[src/rtl/seven_seg_scan.sv]
// ---------------------------------------------------------------------------
// seven_seg_scan
//   Multiplexed common-anode 7-segment driver. Packed BCD digits are
//   snapshotted once per full scan (on entry to digit 0's SHOW phase) so a
//   counter rollover upstream never tears the displayed value. Each digit
//   slot of REFRESH_DIV cycles starts with BLANK_CYCLES of dead time (all
//   anodes off) followed by the SHOW phase for that digit.
//
// Ports
//   clk        in   system clock
//   reset_n    in   asynchronous reset, active low
//   bcd_in     in   packed BCD, digit i = bcd_in[4i+3:4i], digit 0 rightmost
//   dp_in      in   decimal point request per digit, active high
//   blank_lz   in   1 = blank leading zeros (digit 0 never blanked)
//   enable     in   0 = all anodes off, scanning continues
//   seg_n      out  {dp,g,f,e,d,c,b,a}, active low, registered
//   an_n       out  digit anodes, active low, registered
//   scan_done  out  pulse on the last SHOW cycle of digit NUM_DIGITS-1
// ---------------------------------------------------------------------------
module seven_seg_scan #(
  parameter int NUM_DIGITS   = 4,
  parameter int REFRESH_DIV  = 100000,
  parameter int BLANK_CYCLES = 2000
) (
  input  logic                    clk,
  input  logic                    reset_n,
  input  logic [4*NUM_DIGITS-1:0] bcd_in,
  input  logic [NUM_DIGITS-1:0]   dp_in,
  input  logic                    blank_lz,
  input  logic                    enable,
  output logic [7:0]              seg_n,
  output logic [NUM_DIGITS-1:0]   an_n,
  output logic                    scan_done
);

  localparam int CW = $clog2(REFRESH_DIV);
  localparam int IW = (NUM_DIGITS > 1) ? $clog2(NUM_DIGITS) : 1;

  localparam logic [0:0] S_GAP  = 1'b0;
  localparam logic [0:0] S_SHOW = 1'b1;

  localparam logic [CW-1:0] L_GAP_LAST  = CW'(BLANK_CYCLES - 1);
  localparam logic [CW-1:0] L_SLOT_LAST = CW'(REFRESH_DIV - 1);
  localparam logic [IW-1:0] L_IDX_LAST  = IW'(NUM_DIGITS - 1);

  // Active-high segment pattern {g,f,e,d,c,b,a}; non-decimal nibbles show a dash.
  function automatic logic [6:0] f_decode(input logic [3:0] d);
    logic [6:0] p;
    case (d)
      4'd0:    p = 7'h3F;
      4'd1:    p = 7'h06;
      4'd2:    p = 7'h5B;
      4'd3:    p = 7'h4F;
      4'd4:    p = 7'h66;
      4'd5:    p = 7'h6D;
      4'd6:    p = 7'h7D;
      4'd7:    p = 7'h07;
      4'd8:    p = 7'h7F;
      4'd9:    p = 7'h6F;
      default: p = 7'h40;
    endcase
    return p;
  endfunction

  logic [0:0]              r_state;
  logic [CW-1:0]           r_cnt;
  logic [IW-1:0]           r_idx;
  logic [4*NUM_DIGITS-1:0] r_shadow_bcd;
  logic [NUM_DIGITS-1:0]   r_shadow_dp;
  logic [7:0]              r_seg_n;
  logic [NUM_DIGITS-1:0]   r_an_n;
  logic                    r_scan_done;

  logic [0:0]              w_state_nxt;
  logic [CW-1:0]           w_cnt_nxt;
  logic [IW-1:0]           w_idx_nxt;
  logic [4*NUM_DIGITS-1:0] w_bcd_nxt;
  logic [NUM_DIGITS-1:0]   w_dp_nxt;
  logic [3:0]              w_nib;
  logic                    w_dp_bit;
  logic                    w_lz_run;
  logic                    w_blank;
  logic [NUM_DIGITS-1:0]   w_an_sel;
  logic [7:0]              w_seg_nxt;
  logic [NUM_DIGITS-1:0]   w_an_nxt;
  logic                    w_done_nxt;

  // Slot sequencing: one counter spans the whole slot, GAP is its first BLANK_CYCLES counts.
  always_comb begin
    w_state_nxt = r_state;
    w_cnt_nxt   = r_cnt + CW'(1);
    w_idx_nxt   = r_idx;
    w_bcd_nxt   = r_shadow_bcd;
    w_dp_nxt    = r_shadow_dp;
    if (r_state == S_GAP) begin
      if (r_cnt == L_GAP_LAST) begin
        w_state_nxt = S_SHOW;
        if (r_idx == L_IDX_LAST) begin
          // Wrapping to digit 0 starts a new scan: take a coherent snapshot.
          w_idx_nxt = {IW{1'b0}};
          w_bcd_nxt = bcd_in;
          w_dp_nxt  = dp_in;
        end else begin
          w_idx_nxt = r_idx + IW'(1);
        end
      end else begin
        w_state_nxt = S_GAP;
      end
    end else begin
      if (r_cnt == L_SLOT_LAST) begin
        w_state_nxt = S_GAP;
        w_cnt_nxt   = {CW{1'b0}};
      end else begin
        w_state_nxt = S_SHOW;
      end
    end
  end

  // Digit select and leading-zero detection, evaluated on the next-state shadow
  // so the edge that takes the snapshot already displays the new frame.
  always_comb begin
    w_nib    = 4'h0;
    w_dp_bit = 1'b0;
    w_lz_run = 1'b1;
    w_blank  = 1'b0;
    w_an_sel = {NUM_DIGITS{1'b1}};
    for (int i = NUM_DIGITS - 1; i >= 0; i--) begin
      // w_lz_run = every digit from the most significant down to i is zero
      w_lz_run    = w_lz_run & (w_bcd_nxt[4*i +: 4] == 4'h0);
      w_nib       = (w_idx_nxt == IW'(i)) ? w_bcd_nxt[4*i +: 4] : w_nib;
      w_dp_bit    = (w_idx_nxt == IW'(i)) ? w_dp_nxt[i] : w_dp_bit;
      w_blank     = (w_idx_nxt == IW'(i)) ? (blank_lz & w_lz_run & (i != 0)) : w_blank;
      w_an_sel[i] = (w_idx_nxt == IW'(i)) ? 1'b0 : 1'b1;
    end
  end

  // Output values for the next cycle; GAP forces everything dark.
  always_comb begin
    w_seg_nxt  = 8'hFF;
    w_an_nxt   = {NUM_DIGITS{1'b1}};
    w_done_nxt = 1'b0;
    if (w_state_nxt == S_SHOW) begin
      w_seg_nxt  = ~{w_dp_bit, (w_blank ? 7'h00 : f_decode(w_nib))};
      w_an_nxt   = enable ? w_an_sel : {NUM_DIGITS{1'b1}};
      w_done_nxt = (w_idx_nxt == L_IDX_LAST) && (w_cnt_nxt == L_SLOT_LAST);
    end else begin
      w_seg_nxt  = 8'hFF;
      w_an_nxt   = {NUM_DIGITS{1'b1}};
      w_done_nxt = 1'b0;
    end
  end

  // State, snapshot and registered outputs.
  always_ff @(posedge clk or negedge reset_n) begin
    if (!reset_n) begin
      r_state      <= S_GAP;
      r_cnt        <= {CW{1'b0}};
      r_idx        <= L_IDX_LAST;
      r_shadow_bcd <= {(4*NUM_DIGITS){1'b0}};
      r_shadow_dp  <= {NUM_DIGITS{1'b0}};
      r_seg_n      <= 8'hFF;
      r_an_n       <= {NUM_DIGITS{1'b1}};
      r_scan_done  <= 1'b0;
    end else begin
      r_state      <= w_state_nxt;
      r_cnt        <= w_cnt_nxt;
      r_idx        <= w_idx_nxt;
      r_shadow_bcd <= w_bcd_nxt;
      r_shadow_dp  <= w_dp_nxt;
      r_seg_n      <= w_seg_nxt;
      r_an_n       <= w_an_nxt;
      r_scan_done  <= w_done_nxt;
    end
  end

  assign seg_n     = r_seg_n;
  assign an_n      = r_an_n;
  assign scan_done = r_scan_done;

endmodule

[config.mk]
export PLATFORM = sky130hd
export DESIGN_NAME = seven_seg_scan
export DESIGN_NICKNAME = d
export VERILOG_FILES = /design/src/rtl/seven_seg_scan.sv
export SDC_FILE = /design/constraint.sdc
export NUM_CORES = 1
export LEC_CHECK = 0
export ABC_AREA = 0
export BUFFER_PORTS_ARGS = -buffer_cell sky130_fd_sc_hd__buf_2
export CAP_MARGIN = 20
export CORE_UTILIZATION = 25
export CTS_BUF_LIST = sky130_fd_sc_hd__clkbuf_8
export CTS_CLUSTER_SIZE = 40
export DETAILED_ROUTE_END_ITERATION = 8
export SKIP_LAST_GASP = 1
export SLEW_MARGIN = 20
export SYNTH_ARGS = -nofsm -noshare
export SYNTH_HDL_FRONTEND = slang
export SYNTH_SLANG_ARGS = --single-unit
[constraint.sdc]
create_clock -name clk -period 3.68 [get_ports clk]
set_clock_uncertainty 0.1 [all_clocks]
set_input_delay 0.184 -clock clk [delete_from_list [all_inputs] [get_ports clk]]
set_output_delay 0.184 -clock clk [all_outputs]
set_load 0.01 [all_outputs]
==> key figures <==
Status
  • Status: complete, no violations

Worst setup path
  • Critical Path End Type: flip-flop
  • Critical path launch point type: flip-flop
  • Critical path cell sequence: or3_1 -> nor3_2 -> buf_4 -> nand3b_4 -> mux2i_2 -> inv_2 -> mux2_2 -> mux2i_1 -> ha_1 -> and2_1 -> o311ai_1
  • Top cell family by delay on the critical path: simple AND/OR/NAND/NOR gates
  • CP peak stage delay: around 0.41 ns
  • Crit path DAT: about 3.5 ns
  • Buffers and inverters on the worst path: 2
  • Slowest CP cell: dfrtp_1
  • CP max FO: 11
  • Critical Path RT: 3.78 ns
  • CP Class: flip-flop to flip-flop

Floorplan
  • Initial Utilization: 0.256
  • Row count: 37
  • I/O Pins: 37
  • Die Ht: 105 um
  • Die area: 10900 um^2
  • Width of the die: roughly 100 um
  • Core Region: roughly 10000 um^2

Power
  • Psw: about 220 uW
  • P per Cell Area: between 300 and 400 nW/um^2
  • Combinational cell fraction of total power: 0.061
  • Reg power frac: 0.563
  • Clock power frac: 0.377
  • Tot Pwr: between 1000 and 1500 uW
  • Leakage Power: 0.00148 uW
  • Int Pwr: between 800 and 900 uW
  • Net Sw Frac: 0.209
  • Worst IR Drop VDD: ~0.14 mV

Clocking
  • Max Root-Sink Buffers: 2
  • Skew-Pair Late Insertion Delay: 0.31 ns
  • TritonCTS clock tree: done
  • # clock sinks: 53
  • Number of buffers created by CTS: 5
  • CTS Root Cell: clkbuf_8
  • Htree depth: 2
  • Reg clk slew, reported paths: about 0.090 ns

Layout
  • Nets: slightly above 300
  • Layout cells sized above 1: 0.351
  • Fillers: 1074
  • Layout area overhead: 19.2%
  • Antenna Cells: 0
  • Register area: between 1000 and 1500 um^2
  • Area occupied by multi-input gates: approximately 1200 um^2

Global route
  • Initial antenna violation count: 0
  • GRT Residual Overflow: 0
  • Vias in the first global route: 2000
  • First-pass GRT wire length: ~9.4 mm
  • Pin count of the biggest net entering global routing: 33
  • All-Layer GR Usage: 0.107

STA
  • Post-route setup TNS: 0 ns
  • Final period util: 0.928
  • Slew Viols, Final: 0
  • # setup viols final: 0
  • Tmin final: roughly 3.4 ns
  • Fmax: approximately 0.29 GHz
  • Worst slew margin: 0.605
  • RSZ-0062 raised after global routing: no
  • Final Hold Viols: 0
  • Worst-margin pin slew: approximately 0.6 ns
  • Final Hold Slack: 0.0214 ns

Logic synthesis
  • Mapped Cells: between 200 and 250
  • Avg Cell Area, Syn: 11.8 um^2
  • Top FF cell, synth: dfrtp_1
  • Post-synth net total: 255
  • Yosys reg bits: 53
  • Post-synth cell types: 47
  • Register area share after synthesis: 0.510
  • Synth top area share: 0.371
  • Cell type with the largest total area after synthesis: dfrtp_1
  • EDFF count, synth: 0
  • Netlist area before placement: 2630 um^2
  • Async SR Flop Fraction: 1.00
  • Top cells by area, synth: dfrtp_1, dfstp_2, mux2_2
  • YS warnings: 0

Detailed routing
  • DRT iter0 DRCs: 43
  • Pre-Repair DR Iteration Count: 4
  • Routed Antenna Nets: 0
  • Via count: 1831
  • WL per Instance: 13.4 um
  • Drt total wl: 5.44 mm
  • Drt via density: between 4 and 5
  • DRC Markers: 0

Worst hold path
  • Hold WC Path Type: input pin to flip-flop

Placed design
  • Dpl hpwl: 4.13 mm
  • Routability Congestion: slightly above 0.8
  • IO Port Bufs: 36

Run
  • Max_cap viols: 0
-- layout make-up --
| cell class | count | area share |
|---|---|---|
| tap | 136 | 0.0542 |
| clock buffer | 6 | 0.0263 |
| sequential | 53 | 0.428 |
| clock inverter | 2 | 0.0108 |
| timing repair buffer | 44 | 0.0773 |
| multi-input combinational | 154 | 0.389 |
| inverter | 12 | 0.0143 |
-- path summary, 6_finish.rpt --
check / slack (ns) / from / to / cells past startpoint
max in group asynchronous: 2.40 / reset_n / an_n[3]$_DFF_PN1_ / 3
worst min-delay path: 0.02 / dp_in[2] / r_shadow_dp[2]$_DFF_PN0_ / 3
worst max register to register: 0.27 / r_cnt[15]$_DFF_PN0_ / seg_n[3]$_DFF_PN1_ / 11
worst max-delay path: 0.27 / r_cnt[15]$_DFF_PN0_ / seg_n[3]$_DFF_PN1_ / 11
min in group asynchronous: 0.26 / reset_n / r_shadow_bcd[14]$_DFF_PN0_ / 2
worst min register to register: 0.40 / r_cnt[0]$_DFF_PN0_ / r_cnt[0]$_DFF_PN0_ / 1
-- cells in the mapped netlist, types with 3 or more instances --
cell type / count
xor2_1: 8
inv_1: 10
nand4_1: 4
nand2_1: 9
o311ai_1: 3
dfrtp_1: 39
dfstp_2: 14
mux2_2: 17
nand3b_1: 3
ha_1: 8
xnor2_1: 6
nor4_1: 4
o21ai_0: 4
mux2i_1: 15
a21oi_1: 4
and2_1: 4
nor2_1: 21
nand3_1: 7
and3_1: 5
nor3_1: 3
-- through the flow --
step | area (um^2) | utilization | setup slack [ns] | instances
after floorplan | 2630 | - | 0.476 | 223
after global placement | 3000 | 0.292 | 0.285 | 396
after detailed placement | 3000 | 0.292 | 0.218 | 396
after CTS | 3120 | 0.304 | 0.155 | 405
after global routing | 3140 | 0.305 | 0.0320 | 407
final | 3140 | 0.305 | 0.267 | 407
-- registers in the layout, indices dropped and copies added (netlist names) --
signal / cells
r_cnt: 17
r_shadow_bcd: 16
seg_n: 8
an_n: 4
r_shadow_dp: 4
r_idx: 2
r_state: 1
scan_done: 1
-- layer usage --
metal	wire length [um]	global-route usage
met1	2490	0.130
met2	2690	0.187
met3	205	0.0250
met4	51	0.0302
met5	0	0
-- cell families (layout without fill, tap and decap cells) --
kind of cell	count (synthesis)	after routing	synth area share
AND/OR/NAND/NOR	76	76	0.172
flip-flops	53	53	0.510
multiplexers	37	37	0.156
AO/OA/AOI/OAI	19	19	0.0513
buffers and inverters	16	64	0.0261
XOR/XNOR	14	14	0.0466
adder cells (fa/ha/maj)	8	8	0.0380
-- placed cells by master, fill, tap and decap left out, drive strengths merged, types with 7 or more instances in the layout --
cell type  count
nor2          21
dfrtp         39
xor2           8
mux2          20
nand2          9
dfstp         14
inv           13
nand3          7
buf           43
ha             8
mux2i         17
-- power groups by stage --
stage	Combinational, uW	Clock (uW)	Sequential [uW]
finish	64.4	401	598
global route	73.8	442	600
CTS	66.3	418	598
detailed placement	65.1	0	609
global placement	64.5	0	609
floorplan	30.6	0	608
-- tightest hold or removal path: stages --
cell     delay (ns)
buf_2          0.08
mux2i_1        0.07
inv_1          0.06
-- what timing repair did --
item	CTS	global route
setup endpoints to repair	0	1
hold buffers	1	0
endpoints found under the hold margin	14	0
gates resized for setup	0	0
buffers inserted	0	2
Note: power is estimated with default switching activity, not from simulation.
